`src/rtl/ptos_pkg.sv`:
```
// ptos_pkg: shared constants and helpers for the lane serializer.
//   K28_5          - comma symbol used as the default idle symbol
//   ptos_slot_len  - bits per slot; one extra parity bit when the build
//                    defines PTOS_PARITY_EN
//   ptos_first_bit - index of the bit that leaves the shifter first
package ptos_pkg;

    localparam logic [7:0] K28_5 = 8'hBC;

    function automatic int ptos_slot_len(input int data_w);
`ifdef PTOS_PARITY_EN
        return data_w + 1;
`else
        return data_w;
`endif
    endfunction

    function automatic int ptos_first_bit(input int data_w, input bit msb_first);
        return msb_first ? data_w - 1 : 0;
    endfunction

endpackage

```
`src/rtl/ptos_lane_shifter.sv`:
```
// ptos_lane_shifter: one serial lane. Loads a DATA_W symbol at each slot
// boundary and shifts it out one bit per clk in the configured order.
// With PTOS_PARITY_EN defined, an even-parity bit of the loaded symbol is
// presented while par_sel is high (the last bit of the slot).
// Ports:
//   clk, reset  - bit clock, asynchronous active-high reset
//   load        - capture sym on this edge (slot boundary)
//   par_sel     - (PTOS_PARITY_EN only) select the parity bit for output
//   sym         - symbol to load (data byte or idle symbol)
//   out_s       - serial output bit
module ptos_lane_shifter
    import ptos_pkg::*;
#(
    parameter int                DATA_W    = 8,
    parameter logic [DATA_W-1:0] IDLE_SYM  = DATA_W'(K28_5),
    parameter bit                MSB_FIRST = 1'b1
) (
    input  logic              clk,
    input  logic              reset,
    input  logic              load,
`ifdef PTOS_PARITY_EN
    input  logic              par_sel,
`endif
    input  logic [DATA_W-1:0] sym,
    output logic              out_s
);

    localparam int FIRST = ptos_first_bit(DATA_W, MSB_FIRST);

    logic [DATA_W-1:0] shift_reg;

    // Shift toward the output end so the next bit always sits at FIRST.
    always_ff @(posedge clk or posedge reset) begin
        if (reset) begin
            shift_reg <= IDLE_SYM;
        end else if (load) begin
            shift_reg <= sym;
        end else if (MSB_FIRST) begin
            shift_reg <= shift_reg << 1;
        end else begin
            shift_reg <= shift_reg >> 1;
        end
    end

`ifdef PTOS_PARITY_EN
    logic par_reg;

    // Parity is latched at load time so it survives the data being shifted out.
    always_ff @(posedge clk or posedge reset) begin
        if (reset) begin
            par_reg <= ^IDLE_SYM;
        end else if (load) begin
            par_reg <= ^sym;
        end
    end

    assign out_s = par_sel ? par_reg : shift_reg[FIRST];
`else
    assign out_s = shift_reg[FIRST];
`endif

endmodule

```
`src/rtl/ptos_lane_serializer.sv`:
```
// ptos_lane_serializer: multi-lane parallel-to-serial converter.
// Accepts LANES*DATA_W-bit words over valid/ready into a one-deep hold
// register and emits them as fixed-length slots, one bit per lane per clk.
// Idle slots carry IDLE_SYM; the first SYNC_SLOTS slots after reset are
// always idle. Build option: define PTOS_PARITY_EN to append one even-parity
// bit per lane to every slot.
// Ports:
//   clk, reset  - bit clock, asynchronous active-high reset
//   in_data     - parallel word, lane i = in_data[i*DATA_W +: DATA_W]
//   in_valid    - word present
//   in_ready    - hold register empty; transfer when in_valid & in_ready
//   out_s       - serial bit per lane
//   out_valid   - current slot carries accepted data
//   out_sof     - first bit of each slot
module ptos_lane_serializer
    import ptos_pkg::*;
#(
    parameter int                DATA_W     = 8,
    parameter int                LANES      = 1,
    parameter logic [DATA_W-1:0] IDLE_SYM   = DATA_W'(K28_5),
    parameter int                SYNC_SLOTS = 4,
    parameter bit                MSB_FIRST  = 1'b1
) (
    input  logic                    clk,
    input  logic                    reset,
    input  logic [LANES*DATA_W-1:0] in_data,
    input  logic                    in_valid,
    output logic                    in_ready,
    output logic [LANES-1:0]        out_s,
    output logic                    out_valid,
    output logic                    out_sof
);

    localparam int SLOT_LEN = ptos_slot_len(DATA_W);
    localparam int CNT_W    = $clog2(SLOT_LEN + 1);
    localparam int SYNC_W   = $clog2(SYNC_SLOTS + 1);
    localparam logic [CNT_W-1:0] LAST_BIT = CNT_W'(SLOT_LEN - 1);

    logic [CNT_W-1:0]        slot_cnt_reg;
    logic [SYNC_W-1:0]       sync_cnt_reg;
    logic                    hold_valid_reg;
    logic [LANES*DATA_W-1:0] hold_data_reg;
    logic                    out_valid_reg;

    logic slot_end;
    logic sync_done;
    logic load_data;
    logic accept;

    assign slot_end  = (slot_cnt_reg == LAST_BIT);
    // sync_cnt_reg counts idle slots still owed, including the current one;
    // data may be loaded at the end of the last owed slot.
    assign sync_done = (sync_cnt_reg <= SYNC_W'(1));
    assign load_data = slot_end & sync_done & hold_valid_reg;
    assign accept    = in_valid & ~hold_valid_reg;

    assign in_ready  = ~hold_valid_reg;
    assign out_valid = out_valid_reg;
    assign out_sof   = (slot_cnt_reg == '0);

    always_ff @(posedge clk or posedge reset) begin
        if (reset) begin
            slot_cnt_reg <= '0;
        end else if (slot_end) begin
            slot_cnt_reg <= '0;
        end else begin
            slot_cnt_reg <= slot_cnt_reg + CNT_W'(1);
        end
    end

    always_ff @(posedge clk or posedge reset) begin
        if (reset) begin
            sync_cnt_reg <= SYNC_W'(SYNC_SLOTS);
        end else if (slot_end && (sync_cnt_reg != '0)) begin
            sync_cnt_reg <= sync_cnt_reg - SYNC_W'(1);
        end
    end

    // Accept and load are mutually exclusive: accept needs an empty hold,
    // load needs a full one.
    always_ff @(posedge clk or posedge reset) begin
        if (reset) begin
            hold_valid_reg <= 1'b0;
            hold_data_reg  <= '0;
        end else if (accept) begin
            hold_valid_reg <= 1'b1;
            hold_data_reg  <= in_data;
        end else if (load_data) begin
            hold_valid_reg <= 1'b0;
        end
    end

    always_ff @(posedge clk or posedge reset) begin
        if (reset) begin
            out_valid_reg <= 1'b0;
        end else if (slot_end) begin
            out_valid_reg <= load_data;
        end
    end

`ifdef PTOS_PARITY_EN
    logic par_sel;
    assign par_sel = (slot_cnt_reg == CNT_W'(DATA_W));
`endif

    generate
        for (genvar gi = 0; gi < LANES; gi++) begin : g_lane
            logic [DATA_W-1:0] lane_sym;

            assign lane_sym = load_data ? hold_data_reg[gi*DATA_W +: DATA_W] : IDLE_SYM;

            ptos_lane_shifter #(
                .DATA_W    (DATA_W),
                .IDLE_SYM  (IDLE_SYM),
                .MSB_FIRST (MSB_FIRST)
            ) u_shifter (
                .clk     (clk),
                .reset   (reset),
                .load    (slot_end),
`ifdef PTOS_PARITY_EN
                .par_sel (par_sel),
`endif
                .sym     (lane_sym),
                .out_s   (out_s[gi])
            );
        end
    endgenerate

endmodule

```
`config.mk`:
```
export PLATFORM = sky130hd
export DESIGN_NAME = ptos_lane_serializer
export DESIGN_NICKNAME = d
export VERILOG_FILES = /design/src/rtl/ptos_pkg.sv /design/src/rtl/ptos_lane_shifter.sv /design/src/rtl/ptos_lane_serializer.sv
export SDC_FILE = /design/constraint.sdc
export NUM_CORES = 1
export LEC_CHECK = 0
export BUFFER_PORTS_ARGS = -buffer_cell sky130_fd_sc_hd__buf_2
export CELL_PAD_IN_SITES_DETAIL_PLACEMENT = 0
export CELL_PAD_IN_SITES_GLOBAL_PLACEMENT = 1
export CORE_ASPECT_RATIO = 1.75
export CORE_UTILIZATION = 48
export CTS_CLUSTER_SIZE = 14
export DETAILED_ROUTE_END_ITERATION = 10
export PLACE_DENSITY_LB_ADDON = 0.1
export REMOVE_ABC_BUFFERS = 1
export SETUP_SLACK_MARGIN = 0.15
export SYNTH_ARGS = -nofsm -noshare
export SYNTH_HDL_FRONTEND = slang
export SYNTH_HIERARCHICAL = 1
export SYNTH_SLANG_ARGS = --single-unit
```
`constraint.sdc`:
```
create_clock -name clk -period 3.08 [get_ports clk]
set_input_delay 0.924 -clock clk [delete_from_list [all_inputs] [get_ports clk]]
set_output_delay 0.924 -clock clk [all_outputs]
set_load 0.03 [all_outputs]
```
==> flow_summary.json <==
{
  "status": "completed",
  "endpoint": "out_sof",
  "rsz0062_at_grt": "no",
  "worstPathMaxFanout": 4,
  "cts_hold_buf": 0,
  "grt.total_usage_pct": 15.9,
  "overflow": 0,
  "totalWireLength_um": 1720,
  "cp-startpoint": "slot_cnt_reg[0]",
  "start_util_pct": 52.6,
  "whs_path_depth": 1,
  "timing.critical_path.buf_inv": 2,
  "pwr-share-comb_pct": 10.6,
  "hp-class": "register to register",
  "regToRegStartpoint": "slot_cnt_reg[0]",
  "skew_ns": 0.00330,
  "first_global_vias": 654,
  "first_pass_iters": 4,
  "worst-path-stages": 4,
  "drive_gt1_share_pct": 37.7,
  "crit_chain": "inv_1 > ha_1 > nor3b_1 > buf_2",
  "synth.distinct_cells": 25,
  "yosysWarnings": 6,
  "crit_family": "flip-flops",
  "netlist_area_um2": 1130,
  "grt_pass1_wl_um": 2820,
  "max_freq_mhz": 448,
  "tightest_slew_ns": 0.665,
  "portBuffers": 14,
  "p_int_mw": 0.448,
  "cts-root-buf": "clkbuf_4",
  "wl_met2_um": 953,
  "cts_resized": 0,
  "ys_seq_area_share_pct": 56.0,
  "synth.avg_cell_area_um2": 12.7,
  "cts_sinks": 25,
  "antenna_cells": 0,
  "cts_setup_buffers": 0,
  "setup_tns_ns": 0,
  "pwr-share-clk_pct": 24.0,
  "synth_seq_cells": 25,
  "rr_worst_depth": 5,
  "required_ns": 2.16,
  "antenna_found_initial": 0,
  "wl_per_cell_um": 13.2,
  "mostFrequentLayoutCell": "dfrtp_1",
  "nFillCells": 194,
  "slew-limit-headroom_pct": 55.7,
  "final_nets": 123,
  "highest_layer": "met4",
  "grt_max_degree": 18,
  "min_period_ns": 2.23,
  "dp_hpwl_um": 1260,
  "netlist_instances": 89,
  "fp.dieH_um": 66.2,
  "io_pins": 15,
  "dr_wl_met3_um": 35,
  "p_sw_mw": 0.125,
  "path_class": "register to output pin",
  "insertion_delay_ns": 0.30,
  "vias_per_cell": 5.04,
  "cts.clk_slew.worst_paths_ns": 0.12,
  "cts_buffers": 3,
  "post-route-drc-count": 0,
  "dieArea_um2": 2560,
  "cts_tree": "yes",
  "power_density_nw_per_um2": 459,
  "via_count": 655,
  "gp_congestion": 0.685,
  "r2r_slack_ns": 1.17,
  "ant_nets": 0,
  "slowest_stage": "dfrtp_1",
  "mostFrequentLayoutCells": "dfrtp_1, buf_2, inv_1",
  "ir_drop_mv": 0.326,
  "dp.cells": 126,
  "cts_buffer_depth": 2,
  "wl_met1_um": 708,
  "fin_crit_sh_pct": 72.5,
  "drv_slew": 0,
  "worst_ep_arrival_time_ns": 1.31,
  "setup.worst_path.start_class": "register",
  "htree_levels": 1,
  "fp-row-count": 22,
  "finalHoldViolCount": 0,
  "crit_path_end_kind": "output pin",
  "die_width_um": 38.7,
  "setup_viol": 0,
  "critPathMaxStageDelay_ns": 0.43,
  "area_growth_pct": 10.4,
  "r2r-end": "g_lane[0].u_shifter/shift_reg[2]",
  "power_leakage_nw": 0.594,
  "drt_iter0_drc": 16,
  "seq_power_share_pct": 65.3,
  "fin_cells": 130,
  "p_sw_share_pct": 21.9,
  "cap_violations": 0,
  "coreArea_um2": 2150
}
==> per-layer routing <==
layer | vias up | GRT usage (%)
met2 | 7 | 26.9
met3 | 2 | 2.02
met1 | 325 | 19.7
li1 | 321 | -
met5 | - | 0
met4 | 0 | 6.47
==> cells by family (layout without fill, tap and decap cells) <==
group	Yosys count	count (layout)	share of synthesized area [%]
multiplexers	12	12	14.3
adder cells (fa/ha/maj)	5	5	5.54
AO/OA/AOI/OAI	9	9	6.31
flip-flops	25	25	56.0
buffers and inverters	14	31	5.43
XOR/XNOR	2	2	1.55
AND/OR/NAND/NOR	22	22	10.9
==> Yosys cell counts, drive strengths merged <==
cell / number / area [um^2]
buf: 2 / 16.3
ha: 5 / 62.6
o2111ai: 1 / 26.3
inv: 12 / 45.0
or2: 5 / 31.3
and4bb: 1 / 12.5
xnor2: 1 / 8.76
and3b: 1 / 10.0
nor2b: 1 / 6.26
nand2: 3 / 11.3
o21a: 1 / 7.51
mux2: 12 / 161
xor2: 1 / 8.76
nor3b: 1 / 7.51
nor2: 7 / 26.3
and2: 1 / 7.51
o21ai: 4 / 20.0
a21oi: 2 / 10.0
nor3: 1 / 5.00
dfstp: 6 / 158
a21o: 1 / 7.51
dfrtp: 19 / 475
nand3: 1 / 5.00
==> metrics by stage <==
stage | power [mW] | util (%) | cell area [um^2] | worst slack (ns) | hold slack (ns)
finish | 0.573 | 58.1 | 1250 | 0.848 | 0.497
global route | 0.609 | 58.1 | 1250 | 0.729 | 0.524
CTS | 0.583 | 58.1 | 1250 | 0.819 | 0.499
detailed placement | 0.442 | 56.9 | 1220 | 1.18 | 0.467
global placement | 0.441 | 56.9 | 1220 | 1.18 | 0.469
floorplan | 0.422 | - | 1110 | 0.855 | 0.455
==> how the worst min path moves through the flow <==
stage	startpoint	endpoint
after CTS	g_lane[0].u_shifter/shift_reg[6]	g_lane[0].u_shifter/shift_reg[7]
after global placement	slot_cnt_reg[0]	slot_cnt_reg[0]
after detailed placement	g_lane[0].u_shifter/shift_reg[0]	g_lane[0].u_shifter/shift_reg[1]
final	g_lane[0].u_shifter/shift_reg[6]	g_lane[0].u_shifter/shift_reg[7]
after floorplan	slot_cnt_reg[0]	slot_cnt_reg[0]
after global routing	g_lane[0].u_shifter/shift_reg[6]	g_lane[0].u_shifter/shift_reg[7]
==> power groups by stage <==
stage                     logic [mW]  clock network (mW)  registers [mW]
after floorplan               0.0407                   0           0.382
after global placement        0.0594                   0           0.382
after detailed placement      0.0616                   0           0.381
after CTS                     0.0623               0.146           0.375
after global routing          0.0671               0.164           0.378
final                         0.0609               0.138           0.374
==> area by class of cell <==
cell class | count | area (um^2) | share of cell area [%]
well taps | 24 | 30.0 | 2.41
flip-flops and latches | 25 | 633 | 50.8
repair buffers | 15 | 77.6 | 6.22
multi-input cells | 50 | 435 | 34.9
clock buffers | 4 | 26.3 | 2.11
inverters | 12 | 45.0 | 3.61
(Power assumes the default switching activity.)
